### config.mk
export PLATFORM = sky130hd
export DESIGN_NAME = pc_sequencer
export DESIGN_NICKNAME = d
export VERILOG_FILES = /design/src/rtl/pc_sequencer.sv
export SDC_FILE = /design/constraint.sdc
export NUM_CORES = 1
export LEC_CHECK = 0
export ABC_AREA = 1
export CAP_MARGIN = 20
export CORE_AREA = 2 2 92 94
export DETAILED_ROUTE_END_ITERATION = 8
export DIE_AREA = 0 0 94 96
export GPL_TIMING_DRIVEN = 0
export PLACE_DENSITY_LB_ADDON = 0.1
export SETUP_SLACK_MARGIN = 0.3
export SLEW_MARGIN = 20
export SYNTH_ARGS = -nofsm -noshare
export SYNTH_HDL_FRONTEND = slang
export SYNTH_SLANG_ARGS = --single-unit
### constraint.sdc
create_clock -name clk -period 3.3 [get_ports clk]
set_clock_uncertainty 0.15 [all_clocks]
set_input_delay 0.66 -clock clk [delete_from_list [all_inputs] [get_ports clk]]
set_output_delay 0.66 -clock clk [all_outputs]
set_load 0.02 [all_outputs]
### src/rtl/pc_sequencer.sv
// pc_sequencer: program-counter sequencer with a return-address stack.
//
// The PC advances by STEP on every update cycle (ready_q=1 and stall=0), or
// follows a redirect request: JUMP, CALL (pushes the return address), RET
// (pops it) or BRANCH_REL (signed offset from the current PC). ready_q is
// mem_ready delayed one cycle and gates every update.
//
// Ports:
//   clk, rst          clock, synchronous active-high reset
//   mem_ready         instruction memory delivered the current word
//   stall             downstream hold, blocks PC update
//   redirect_valid    control-flow request present
//   redirect_op       00 JUMP, 01 CALL, 10 RET, 11 BRANCH_REL
//   redirect_target   absolute target or two's-complement offset
//   pc_current        registered program counter
//   ready_q           mem_ready delayed one cycle
//   stack_count       number of valid return-stack entries
//   stack_overflow    one-cycle pulse: CALL with stack full
//   stack_underflow   one-cycle pulse: RET with stack empty
module pc_sequencer #(
  parameter int unsigned PC_WIDTH     = 10,
  parameter int unsigned RESET_VECTOR = 0,
  parameter int unsigned STEP         = 1,
  parameter int unsigned STACK_DEPTH  = 4
) (
  input  logic                               clk,
  input  logic                               rst,
  input  logic                               mem_ready,
  input  logic                               stall,
  input  logic                               redirect_valid,
  input  logic [1:0]                         redirect_op,
  input  logic [PC_WIDTH-1:0]                redirect_target,
  output logic [PC_WIDTH-1:0]                pc_current,
  output logic                               ready_q,
  output logic [$clog2(STACK_DEPTH+1)-1:0]   stack_count,
  output logic                               stack_overflow,
  output logic                               stack_underflow
);

  localparam int unsigned CW = $clog2(STACK_DEPTH + 1);
  localparam logic [PC_WIDTH-1:0] RV     = PC_WIDTH'(RESET_VECTOR);
  localparam logic [PC_WIDTH-1:0] STEP_W = PC_WIDTH'(STEP);

  typedef enum logic [1:0] {
    OP_JUMP   = 2'b00,
    OP_CALL   = 2'b01,
    OP_RET    = 2'b10,
    OP_BRANCH = 2'b11
  } redirect_op_e;

  logic [PC_WIDTH-1:0] stack_mem [STACK_DEPTH];
  logic [PC_WIDTH-1:0] stack_top;
  logic [PC_WIDTH-1:0] seq_pc;
  logic [PC_WIDTH-1:0] pc_next;
  redirect_op_e        op;
  logic                update;
  logic                full;
  logic                empty;
  logic                push;
  logic                pop;
  logic                ovf_next;
  logic                unf_next;

  assign update = ready_q & ~stall;
  assign full   = (stack_count == CW'(STACK_DEPTH));
  assign empty  = (stack_count == '0);
  assign seq_pc = pc_current + STEP_W;

  always_comb begin
    op = redirect_op_e'(redirect_op);
  end

  // Top of stack lives at index stack_count-1; when empty the result is unused.
  always_comb begin
    stack_top = '0;
    for (int unsigned i = 0; i < STACK_DEPTH; i++) begin
      if (CW'(i) == stack_count - CW'(1)) stack_top = stack_mem[i];
    end
  end

  always_comb begin
    pc_next  = pc_current;
    push     = 1'b0;
    pop      = 1'b0;
    ovf_next = 1'b0;
    unf_next = 1'b0;
    if (update) begin
      if (!redirect_valid) begin
        pc_next = seq_pc;
      end else begin
        case (op)
          OP_JUMP: pc_next = redirect_target;
          // Modular add of the offset gives signed-offset behaviour directly.
          OP_BRANCH: pc_next = pc_current + redirect_target;
          OP_CALL: begin
            pc_next = redirect_target;
            if (full) ovf_next = 1'b1;
            else      push     = 1'b1;
          end
          OP_RET: begin
            if (empty) begin
              pc_next  = seq_pc;
              unf_next = 1'b1;
            end else begin
              pc_next = stack_top;
              pop     = 1'b1;
            end
          end
          default: pc_next = seq_pc;
        endcase
      end
    end
  end

  always_ff @(posedge clk) begin
    if (rst) begin
      pc_current      <= RV;
      ready_q         <= 1'b0;
      stack_count     <= '0;
      stack_overflow  <= 1'b0;
      stack_underflow <= 1'b0;
    end else begin
      ready_q         <= mem_ready;
      pc_current      <= pc_next;
      stack_overflow  <= ovf_next;
      stack_underflow <= unf_next;
      if (push)     stack_count <= stack_count + CW'(1);
      else if (pop) stack_count <= stack_count - CW'(1);
    end
  end

  // Contents need no reset: stack_count alone defines which entries are valid.
  always_ff @(posedge clk) begin
    for (int unsigned i = 0; i < STACK_DEPTH; i++) begin
      if (!rst && push && stack_count == CW'(i)) stack_mem[i] <= seq_pc;
    end
  end

endmodule

======== Yosys cells after proc, flatten, opt, wreduce, memory -nomap -nowiden ========
Memory sizes are Yosys's and may differ from the RTL's.
Index checks and enable logic that the tools add are counted.
storage, ports and cells
  register bits ........................... 16
  bits in writable memories ............... 40
  bits of input ports ..................... 17
  output and inout port bits .............. 16
  word-level logic and storage cells ...... 78
  memories ................................ 1
operators by class
  add/subtract/negate cells ............... 4
  equal/unequal tests ..................... 10
  mux-type cells .......................... 36
  bitwise logic cells ..................... 6
  reduce and logical (&&, ||, !) cells .... 16
memories
  name       words  bits a word  read ports  clocked after Yosys merged registers in  wr ports  RTL line  text
  stack_mem  4      10           4           0                                        1         51        logic [PC_WIDTH-1:0] stack_mem [STACK_DEPTH];
operators with widths
  cell                                               count
  2-to-1 mux 10 bit                                  9
  one-hot mux 10 bit (3 select lines)                1
  OR reduction 10 bit                                3
  2-to-1 mux 1 bit                                   21
  adder 10 x 1 -> 10 bit (second input constant)     1
  adder 10 bit                                       1
  OR reduction 4 bit                                 2
  == test 2 x 3 -> 1 bit (first input constant)      2
  == test 3 x 2 -> 1 bit (second input constant)     2
  zero test 3 bit                                    2
  2-to-1 mux 2 bit                                   3
  2-to-1 mux 3 bit                                   2
  logical AND 1 bit                                  5
  inverter 1 bit                                     5
  == test 2 bit (second input constant)              2
  adder 3 x 1 -> 3 bit (second input constant)       1
  == test 1 x 3 -> 1 bit (first input constant)      1
  == test 3 x 1 -> 1 bit (second input constant)     1
  == test 3 bit (second input constant)              1
  subtractor 3 x 1 -> 3 bit (second input constant)  1
  == test 2 x 1 -> 1 bit (second input constant)     1
  zero test 2 bit                                    1
  nonzero test 2 bit                                 1
  OR reduction 2 bit                                 1
  2 further kinds                                    2

======== Longest topological paths before layout ========
Gate-level depths: netlist of the first run.
  word-level depth ........................ 13
  mapped depth ............................ 15
  depth with buffers taken out ............ 15

======== Worst setup path before layout of the first run ========
OpenSTA, ideal clock, no wires.
  path kind ............................... register to register
  from .................................... register stack_count[0]
  to ...................................... memory stack_mem[2][0], enable pin
  library setup time ...................... 0.376 ns
  arrival ................................. 1.997 ns
  data required time ...................... 2.774 ns
  slack ................................... 0.776 ns
  cell stages (with the launch flop) ...... 11
  path buffers ............................ 1
  period minus slack after synthesis ...... 2.524 ns
  cells stage by stage .................... dfxtp_1 -> inv_1 -> ha_1 -> buf_2 -> nand2_1 -> nand2_1 -> nor2_1 -> inv_1 -> nor2_1 -> nand2_1 -> nor2_1
between the ends
  longest elaborated chain between the ends .. 13
  elaborated cells between the ends (all ways) .. 31
  classes of those cells .................. eq/ne (4); mux (18); reduce/logical (9)
RTL lines
  element                                                                              RTL line  text
  start, declared                                                                      35        output logic [$clog2(STACK_DEPTH+1)-1:0] stack_count,
  start signal, assigned                                                               127       if (push) stack_count <= stack_count + CW'(1);
  start signal, assigned                                                               128       else if (pop) stack_count <= stack_count - CW'(1);
  == test 3 bit                                                                        65        assign full = (stack_count == CW'(STACK_DEPTH));
  2-to-1 mux 1 bit                                                                     97        if (full) ovf_next = 1'b1;
  2-to-1 mux 1 bit                                                                     91        case (op)
  2-to-1 mux 1 bit                                                                     88        if (!redirect_valid) begin
  2-to-1 mux 1 bit                                                                     87        if (update) begin
  logical AND 1 bit (2 in series)                                                      135       if (!rst && push && stack_count == CW'(i)) stack_mem[i] <= seq_pc;
  2-to-1 mux 1 bit                                                                     135
  2-to-1 mux 1 bit (not written as such)                                               135
  OR reduction 10 bit (no source line)                                                 n/a
  2-to-1 mux 2 bit (no source line) or 2-to-1 mux 1 bit (tied branches) (3 in series)  n/a
  end, declared                                                                        51
Several ways; a longest one is shown, not always the timed one.

======== Worst setup path after layout of the first run ========
  from .................................... input stall
  to ...................................... memory stack_mem[3][1], enable pin
between the ends
  longest elaborated chain between the ends .. 11
  elaborated cells between the ends (all ways) .. 25
  classes of those cells .................. mux (15); bitwise (2); reduce/logical (8)
RTL lines
  element                                                                              RTL line  text
  start, declared                                                                      29        input logic stall,
  inverter 1 bit *                                                                     64        assign update = ready_q & ~stall;
  bitwise AND 1 bit *                                                                  64
  2-to-1 mux 1 bit *                                                                   87
  logical AND 1 bit *                                                                  135
  logical AND 1 bit                                                                    135
  2-to-1 mux 1 bit                                                                     135
  2-to-1 mux 1 bit (not written as such)                                               135
  OR reduction 10 bit (no source line)                                                 n/a
  2-to-1 mux 2 bit (no source line) or 2-to-1 mux 1 bit (tied branches) (3 in series)  n/a
Every way passes the cells marked *; elsewhere a longest branch is shown, timed or not.

==> metrics.txt, run 1 <==
initial antenna violation count 0; synth warn 0; number of diodes 0; Layout area overhead 15.6%; gr usage total 20.2%; status completed; area of the multi-input gates 1730 sq um; CTS buffer count 5; DR vias/cell 5.01; most common cell after layout, fill and taps aside nand2_1; CTS tree built; post-synthesis sequential area ratio 42.8%; die width 94 microns; CP endpoint kind flop; CP startpoint kind input pin; # DRC 0; Hold Vio Cnt, Final 0; vias in the first global route 2916; post-synthesis register bit count 56; placed inst area 3990 sq um; CP Max Fanout 10; Starting DRT DRC Count 85; Main synth FF type edfxtp_1; Least-Margin Pin Slew 0.811 ns; vias 2923; Mean Syn Cell Area 8.09 sq um; Slew HR 45.8%; cell area after synthesis 3560 sq um; CP peak stage delay 0.62 ns; I/O pin total 33; Tmin final 2.87 ns; wire per inst 14.5 microns; Yosys cell types 43; min setup slack post-route 0.431 ns; CP top delay family simple AND/OR/NAND/NOR gates; clk_lat worst skew 0.32 ns; Post-synth EDFFs 40; pre-CTS setup slack -0.0471 ns; post-route ant nets 0; WP data required 3.11 ns; synthesized instance count 440; Rows 33; # H-tree levels 2; Final Cell Area 4110 sq um; DIE HEIGHT 96 microns; drt pass-1 iters 4; Synthesized Nets 475; Most common cell on crit path nor2_1; layout net count 512; grt ovf 0; Die ar. 9020 sq um; IO Port Bufs 30; Final GP Congestion 0.859; fmax 0.349 GHz; Initial Util 44.2%; Clock transition at path regs 0.10 ns; first-pass GRT wire length 13900 microns; max_cap viols 0; slowest cell on the critical path nor2_1; CP Buf/Inv Count 3; RSZ-0062 raised after global routing yes; Final setup violation count 0; power per cell area 345 nW/um^2; final slew viol count 0; Fill cells 785; Pleak 1.77 nW; Post-Route WL 8480 microns; CTS Sinks 56; HP Class reg -> reg; FFs w/ async S/R, synth 0%; final worst-path cycle share 86.9%; detailed placement HPWL 6520 microns; CP Data Arrival Time 2.68 ns; CTS Root Cell clkbuf_8; FF+latch area 1520 sq um; commonest non-fill, non-tap cells in the layout nand2_1, inv_1, edfxtp_1; core box area 8050 sq um; crit-path cells clkdlybuf4s50_1 > nor2_4 > nand3_1 > nor2_1 > inv_1 > nor2_1 > inv_1 > nor2_1; Levels on crit path 8; Setup Crit Path Kind in -> reg; largest net degree at the start of global routing 19; r2r worst-path depth 10; Clock Tree Buf Depth 2; Peak VDD IR 0.297 mV; hold path depth 2; share of post-route cells with drive strength above 1 10.7%
## final timing paths
kind / start / slack (ns) / end
hold / removal: pc_current[9] / 0.42 / pc_current[9]
hold reg to reg: pc_current[9] / 0.42 / pc_current[9]
setup / recovery: stall / 0.43 / stack_mem[3][1]
setup reg to reg: stack_count[0] / 0.50 / stack_mem[3][1]
## per-stage QoR
| stage | hold slack (ns) | power (W) | TNS, ns | util, % | cells |
|---|---|---|---|---|---|
| 6_report | 0.424 | 0.00142 | 0 | 51.1 | 583 |
| 4_1_cts | 0.415 | 0.00143 | 0 | 51.0 | 583 |
| 3_3_place_gp | 0.382 | 0.000968 | -1.07 | 49.6 | 575 |
| 5_1_grt | 0.442 | 0.00148 | 0 | 51.1 | 583 |
| 3_5_place_dp | 0.397 | 0.000971 | -0.708 | 49.6 | 575 |
| 2_1_floorplan | 0.444 | 0.000902 | 0 | - | 440 |
## kinds of logic after synthesis
kind of cell / count (synthesis) / synth area share [%]
and+or+nand+nor: 219 / 29.1
buffers and inverters: 73 / 8.79
AOI/OAI and AO/OA: 68 / 11.4
DFF: 56 / 42.8
adders and majority gates: 18 / 6.54
xor gates and xnor gates: 6 / 1.48
## final cells by class
| cell class | instances | area share [%] |
|---|---|---|
| Tap cell | 105 | 3.19 |
| Inverter | 65 | 5.99 |
| Clock buffer | 5 | 1.67 |
| Multi-Input combinational cell | 311 | 42.1 |
| Timing Repair Buffer | 30 | 7.30 |
| Buffer | 8 | 1.61 |
| Clock inverter | 3 | 1.13 |
| Sequential cell | 56 | 37.0 |
## synth_stat cells, types with 2 or more instances
| library cell | instances | area, sq um |
|---|---|---|
| nand3_2 | 2 | 20.0 |
| buf_4 | 2 | 15.0 |
| nand2_4 | 4 | 45.0 |
| nor2_8 | 2 | 40.0 |
| nand3_1 | 32 | 160 |
| a21oi_1 | 18 | 90.1 |
| nand2_8 | 2 | 40.0 |
| dfxtp_1 | 16 | 320 |
| o21ai_0 | 25 | 125 |
| nor2_4 | 3 | 33.8 |
| nand2_2 | 4 | 25.0 |
| inv_1 | 58 | 218 |
| ha_1 | 17 | 213 |
| o21ai_1 | 5 | 25.0 |
| xnor2_1 | 3 | 26.3 |
| xor2_1 | 3 | 26.3 |
| nand2_1 | 126 | 473 |
| clkbuf_1 | 3 | 11.3 |
| clkinv_1 | 2 | 7.51 |
| o211ai_1 | 2 | 15.0 |
| nor2_2 | 2 | 12.5 |
| a21oi_2 | 9 | 78.8 |
| o21bai_1 | 3 | 22.5 |
| edfxtp_1 | 40 | 1200 |
| nor2_1 | 31 | 116 |
| nand4_1 | 6 | 37.5 |
| inv_2 | 4 | 15.0 |
## tightest hold or removal path, cell delays in order (launching register included)
cell	delay, ns
dfxtp_1	0.38
nand2_1	0.11
a21oi_2	0.05
## per-layer routing
layer,vias up,wire [microns],GRT usage (%)
met3,15,235,3.05
li1,1510,-,-
met5,-,0,0
met1,1344,3860,24.9
met2,54,4160,36.3
met4,0,219,6.88
## registers in the layout, indices dropped and copies added (netlist names)
| register | cells |
|---|---|
| stack_underflow | 1 |
| stack_count | 3 |
| ready_q | 1 |
| stack_overflow | 1 |
| stack_mem | 40 |
| pc_current | 10 |
## where the power goes
part	internal [W]	switching [W]	leakage [nW]
logic	0.0000734	0.000114	1.23
clock network	0.000229	0.000237	0.0548
registers	0.000757	0.0000109	0.487
total	0.00106	0.000362	1.77
## what timing repair did
action,4_1_cts,5_1_grt
resized for setup,1,2
setup endpoints to repair,10,20
pin swaps,0,0
hold buffers,0,0
buffers inserted,0,0
cloned,0,0
No activity file was read; power rests on OpenSTA's default activity.
==> run 2: changes to the inputs <==
--- a/config.mk
+++ b/config.mk
@@ -5,11 +5,10 @@
 export SDC_FILE = /design/constraint.sdc
 export NUM_CORES = 1
 export LEC_CHECK = 0
-export ABC_AREA = 1
 export CAP_MARGIN = 20
-export CORE_AREA = 2 2 92 94
+export CORE_AREA = 2 2 89 91
 export DETAILED_ROUTE_END_ITERATION = 8
-export DIE_AREA = 0 0 94 96
+export DIE_AREA = 0 0 91 93
 export GPL_TIMING_DRIVEN = 0
 export PLACE_DENSITY_LB_ADDON = 0.1
 export SETUP_SLACK_MARGIN = 0.3
==> metrics.txt, run 2 <==
slowest cell on the critical path and2_1 (was nor2_1); Slew HR 61.0% (was 45.8%); Clock power frac 31.0% (was 32.8%); # DRC 0 (unchanged); top layer used by detailed routing met4 (unchanged); wire per inst 19.4 microns (was 14.5 microns); Synth area leaders edfxtp_1, dfxtp_1, ha_1 (was edfxtp_1, nand2_1, dfxtp_1); share of post-route cells with drive strength above 1 4.93% (was 10.7%); CP Buf/Inv Count 1 (was 3); Starting DRT DRC Count 261 (was 85); largest net degree at the start of global routing 21 (was 19); CTS Root Cell clkbuf_8 (unchanged); HP Class reg -> reg (unchanged); Post-synth EDFFs 40 (unchanged); Crit Reg-Reg Endpoint stack_mem[3][5] (was stack_mem[3][1]); post-synthesis sequential area ratio 46.2% (was 42.8%); final worst-path cycle share 82.5% (was 86.9%); Levels on crit path 5 (was 8); CTS Sinks 56 (unchanged); initial antenna violation count 0 (unchanged); crit path to stack_mem[2][2] (was stack_mem[3][1]); Reg with most FFs stack_mem (unchanged); Clock Tree Buf Depth 2 (unchanged); Mean Syn Cell Area 10.1 sq um (was 8.09 sq um); gr usage total 22.0% (was 20.2%); detailed placement HPWL 6720 microns (was 6520 microns); CP peak stage delay 0.50 ns (was 0.62 ns); Sw Share 27.0% (was 25.5%); first-pass GRT wire length 14400 microns (was 13900 microns); FFs w/ async S/R, synth 0% (unchanged); power per cell area 351 nW/um^2 (was 345 nW/um^2); hold path depth 2 (unchanged); Final GP Congestion 0.829 (was 0.859); Least-Margin Pin Slew 0.581 ns (was 0.811 ns); clk_lat worst skew 0.32 ns (about the same); met2 wire len 4190 microns (was 4160 microns); Yosys cell types 56 (was 43); Post-Route WL 9040 microns (was 8480 microns); Setup Crit Path Kind in -> reg (unchanged); drt pass-1 iters 4 (unchanged); # H-tree levels 2 (unchanged); Yosys top cell by area edfxtp_1 (unchanged); CTS tree built (unchanged); final slew viol count 0 (unchanged); CP Max Fanout 10 (unchanged); most common cell after layout, fill and taps aside edfxtp_1 (was nand2_1); commonest cells in the netlist edfxtp_1, a21oi_1, inv_1, nor2_1, ha_1 (was nand2_1, inv_1, edfxtp_1); DIE HEIGHT 93 microns (was 96 microns); commonest non-fill, non-tap cells in the layout edfxtp_1, clkdlybuf4s50_1, a21oi_1 (was nand2_1, inv_1, edfxtp_1); layout net count 399 (was 512); Largest regs stack_mem (40), pc_current (10), stack_count (3) (unchanged); Layout area overhead 16.7% (was 15.6%); max_cap viols 0 (unchanged); core box area 7530 sq um (was 8050 sq um); Final setup violation count 0 (unchanged); Rows 32 (was 33); CP Data Arrival Time 2.53 ns (was 2.68 ns); WL met1 4310 microns (was 3860 microns); hold_ws 0.404 ns (was 0.424 ns); Critical Path Start stall (unchanged); cell with the most instances after synthesis edfxtp_1 (was nand2_1); Synthesized Nets 360 (was 475); CP startpoint kind input pin (unchanged); hold-fix buffers at CTS 0 (unchanged); setup TNS 0 ns (unchanged); RSZ-0062 raised after global routing no (was yes); vias 2726 (was 2923); Hold Vio Cnt, Final 0 (unchanged); vias in the first global route 2651 (was 2916); cell area after synthesis 3300 sq um (was 3560 sq um); Peak VDD IR 0.236 mV (was 0.297 mV); post-route ant nets 0 (unchanged); number of diodes 0 (unchanged); post-synthesis register bit count 56 (unchanged); Die ar. 8460 sq um (was 9020 sq um); CTS buffer count 5 (unchanged); DR vias/cell 5.84 (was 5.01); met3 wire len 446 microns (was 235 microns); IO Port Bufs 32 (was 30); CP endpoint kind flop (unchanged); synth warn 0 (unchanged); Tmin final 2.72 ns (was 2.87 ns); grt ovf 0 (unchanged); I/O pin total 33 (unchanged); sequential fraction of design power 56.8% (was 54.0%); R2R Setup Slk 0.73 ns (was 0.50 ns); internal power 0.000985 W (was 0.00106 W); Worst R2R Start stack_count[0] (unchanged); CP top delay family simple AND/OR/NAND/NOR gates (unchanged); synthesized instance count 325 (was 440); die width 91 microns (was 94 microns); fmax 0.367 GHz (was 0.349 GHz); Initial Util 43.8% (was 44.2%); max FFs per register 40 (unchanged); status completed (unchanged); Yosys top cell area share 36.4% (was 33.8%); WP data required 3.11 ns (about the same); crit-path cells clkdlybuf4s50_1 > nand3b_1 > or3_1 > nor2_1 > and2_1 (was clkdlybuf4s50_1 > nor2_4 > nand3_1 > nor2_1 > inv_1 > nor2_1 > inv_1 > nor2_1); # resized after CTS 0 (was 1); P_sw 0.000364 W (was 0.000362 W); Setup Fix Bufs, Post-CTS 0 (unchanged); Combinational Power Share 12.2% (was 13.2%); Main synth FF type edfxtp_1 (unchanged); r2r worst-path depth 6 (was 10); Pleak 1.39 nW (was 1.77 nW); Clock transition at path regs 0.12 ns (was 0.10 ns)
==> run 2: per-stage QoR <==
step                      setup slack, ns  util, %  cells  power [W]  instance area (sq um)
final                               0.576     51.1    467    0.00135                   3850
after global routing                0.455     51.1    467    0.00141                   3850
after CTS                           0.479     51.0    467    0.00136                   3840
after detailed placement            0.174     49.7    459   0.000942                   3740
after global placement              0.136     49.7    459   0.000941                   3740
after floorplan                     0.907        -    325   0.000873                   3300
==> run 2: cell families (layout without fill, tap and decap cells) <==
kind of cell	count (synthesis)	in the layout	share of synthesized area, %
AOI/OAI and AO/OA	104	104	22.3
and+or+nand+nor	101	101	16.8
DFF	56	56	46.2
buffers and inverters	32	72	3.80
adders and majority gates	18	18	7.06
xor gates and xnor gates	11	11	2.92
muxes	3	3	0.949
==> run 2: final cells by class <==
type	count	area [sq um]
clock buffer	5	68.8
sequential	56	1520
buffer	14	57.6
inverter	18	67.6
clock inverter	3	28.8
tap	102	128
timing repair buffer	32	320
fill	725	3680
multi-input combinational	237	1650
==> run 2: worst register-to-register path: stages, from the launching register on <==
cell     delay (ns)
dfxtp_1        0.42
inv_1          0.13
ha_1           0.21
buf_2          0.17
and2_1         0.22
nor3_1         0.33
and3_1         0.57
==> run 2: power groups by stage <==
stage	Clock (W)	Sequential, W	Combinational [W]
after detailed placement	0	0.000781	0.000161
after floorplan	0	0.000784	0.0000884
final	0.000418	0.000765	0.000165
after global routing	0.000460	0.000766	0.000180
after CTS	0.000429	0.000765	0.000162
after global placement	0	0.000781	0.000160
==> run 2: how the worst min path moves through the flow <==
| stage | startpoint | endpoint | slack (ns) |
|---|---|---|---|
| detailed placement | pc_current[8] | pc_current[8] | 0.39 |
| floorplan | pc_current[8] | pc_current[8] | 0.43 |
| global placement | pc_current[8] | pc_current[8] | 0.40 |
| CTS | pc_current[8] | pc_current[8] | 0.41 |
| finish | pc_current[8] | pc_current[8] | 0.40 |
| global route | pc_current[8] | pc_current[8] | 0.46 |
==> run 2: layer usage <==
metal	global-route usage, %	vias up
met5	0	-
met4	4.92	0
met3	3.79	8
met2	35.2	72
met1	31.5	1320
li1	-	1326
==> run 3: changes to the inputs <==
==> constraint.sdc (replaced) <==
create_clock -name clk -period 2.8 [get_ports clk]
set_clock_uncertainty 0.15 [all_clocks]
set_input_delay 0.56 -clock clk [delete_from_list [all_inputs] [get_ports clk]]
set_output_delay 0.56 -clock clk [all_outputs]
set_load 0.02 [all_outputs]
==> metrics.txt, run 3 (synthesis results as in run 2) <==
status completed (unchanged); Crit Reg-Reg Endpoint pc_current[0] (was stack_mem[3][5]); max_cap viols 0 (unchanged); DIE HEIGHT 93 microns (unchanged); r2r worst-path depth 8 (was 6); most common cell after layout, fill and taps aside edfxtp_1 (unchanged); placed inst area 3740 sq um (unchanged); die width 91 microns (unchanged); Final setup violation count 0 (unchanged); Least-Margin Pin Slew 0.606 ns (was 0.581 ns); max FFs per register 40 (unchanged); hold-fix buffers at CTS 0 (unchanged); Die ar. 8460 sq um (unchanged); CTS buffer count 5 (unchanged); Layout area overhead 18.5% (was 16.7%); CTS tree built (unchanged); final slew viol count 0 (unchanged); sequential fraction of design power 56.3% (was 56.8%); CTS Root Cell clkbuf_8 (unchanged); WP data required 2.66 ns (was 3.11 ns); Initial Util 43.8% (unchanged); Slew HR 59.3% (was 61.0%); Worst R2R Start stack_count[0] (unchanged); CP endpoint kind flop (unchanged); min setup slack post-route 0.363 ns (was 0.576 ns); layout net count 401 (was 399); Final Cell Area 3910 sq um (was 3850 sq um); CP Max Fanout 10 (unchanged); CTS Sinks 56 (unchanged); vias 2735 (was 2726); final worst-path cycle share 87.0%; Pleak 1.42 nW (was 1.39 nW); commonest non-fill, non-tap cells in the layout edfxtp_1, clkdlybuf4s50_1, a21oi_1 (unchanged); post-route ant nets 0 (unchanged); gr usage total 22.1% (was 22.0%); fmax 0.410 GHz; wire per inst 19.3 microns (was 19.4 microns); pre-CTS setup slack -0.226 ns (was 0.174 ns); CP startpoint kind input pin (unchanged); HP Class reg -> reg (unchanged); Post-Route WL 9070 microns (was 9040 microns); R2R Setup Slk 0.43 ns (was 0.73 ns); RSZ-0062 raised after global routing yes (was no); number of diodes 0 (unchanged); first-pass GRT wire length 14400 microns (about the same); drt pass-1 iters 4 (unchanged); IO Port Bufs 32 (unchanged); hold path depth 2 (unchanged); fin util 51.9% (was 51.1%); core box area 7530 sq um (unchanged); initial antenna violation count 0 (unchanged); CP Data Arrival Time 2.29 ns (was 2.53 ns); detailed placement HPWL 6720 microns (unchanged); Rows 32 (unchanged); vias in the first global route 2659 (was 2651); grt ovf 0 (unchanged); Starting DRT DRC Count 258 (was 261); power per cell area 410 nW/um^2 (was 351 nW/um^2); internal power 0.00116 W (was 0.000985 W); Peak VDD IR 0.277 mV (was 0.236 mV); Combinational Power Share 12.5% (was 12.2%); Clock transition at path regs 0.12 ns (about the same); Hold Vio Cnt, Final 0 (unchanged); Hold Path Origin pc_current[8] (unchanged); largest net degree at the start of global routing 21 (unchanged); clk_lat worst skew 0.33 ns (was 0.32 ns); Clock Tree Buf Depth 2 (unchanged); Sw Share 27.4% (was 27.0%); Tot Pwr 0.00160 W (was 0.00135 W); # DRC 0 (unchanged); P_sw 0.000439 W (was 0.000364 W); Setup Crit Path Kind in -> reg (unchanged); DR vias/cell 5.83 (was 5.84); Tmin final 2.44 ns; Hold EP pc_current[8] (unchanged); Largest regs stack_mem (40), pc_current (10), stack_count (3) (unchanged); share of post-route cells with drive strength above 1 9.54% (was 4.93%); Final GP Congestion 0.829 (unchanged); Reg with most FFs stack_mem (unchanged); Clock power frac 31.2% (was 31.0%); I/O pin total 33 (unchanged); # H-tree levels 2 (unchanged)
==> run 3: changes by cell type in the layout (fill, tap and decap cells not counted), sizes merged <==
| cell | before | now |
|---|---|---|
| clkbuf | 16 | 15 |
| buf | 3 | 6 |
| dlymetal6s2s | 0 | 1 |
| clkdlybuf4s50 | 32 | 31 |
==> run 3: worst max-delay path by stage <==
stage / slack [ns] / start / endpoint
2_1_floorplan: 0.49 / stack_count[0] / stack_mem[3][0]
3_3_place_gp: -0.26 / redirect_target[0] / pc_current[8]
3_5_place_dp: -0.23 / redirect_target[0] / pc_current[8]
4_1_cts: 0.22 / redirect_target[0] / pc_current[8]
5_1_grt: 0.24 / redirect_op[1] / stack_mem[2][2]
6_report: 0.36 / redirect_op[0] / stack_mem[2][6]
==> run 3: critical path, cell delays in order <==
cell and delay (ns):
clkdlybuf4s50_1 0.70, nand2b_1 0.14, or3_1 0.35, nor2_1 0.18
and2_2 0.36
==> run 3: area by class of cell <==
type,count,area (sq um)
tap,102,128
fill,727,3620
clock inverter,3,28.8
clock buffer,5,68.8
inverter,18,67.6
multi-input combinational,237,1690
sequential,56,1520
timing repair buffer,34,338
buffer,14,61.3
==> run 3: timing repair <==
item                                    in CTS  in global routing
cloned                                       0                  0
gates resized for setup                      6                 20
setup buffers                                0                  2
endpoints found under the setup margin      43                 50
pin swaps                                    0                  5
==> run 3: per-layer routing <==
metal  global-route usage (%)  wire [microns]
met3                     3.79             511
met1                     31.4            4220
met4                     5.05             123
met2                     35.4            4220
met5                        0               0
==> run 3: through the flow <==
step           setup TNS, ns  instances  hold slack, ns
2_1_floorplan              0        325           0.429
5_1_grt                    0        469           0.429
4_1_cts                    0        467           0.413
3_3_place_gp           -5.65        459           0.396
6_report                   0        469           0.386
3_5_place_dp           -4.91        459           0.386
==> run 3: power by group through the flow <==
stage / combinational, W / clock [W] / sequential (W)
floorplan: 0.000104 / 0 / 0.000924
global placement: 0.000188 / 0 / 0.000920
detailed placement: 0.000190 / 0 / 0.000921
CTS: 0.000192 / 0.000506 / 0.000902
global route: 0.000219 / 0.000544 / 0.000903
finish: 0.000201 / 0.000500 / 0.000902
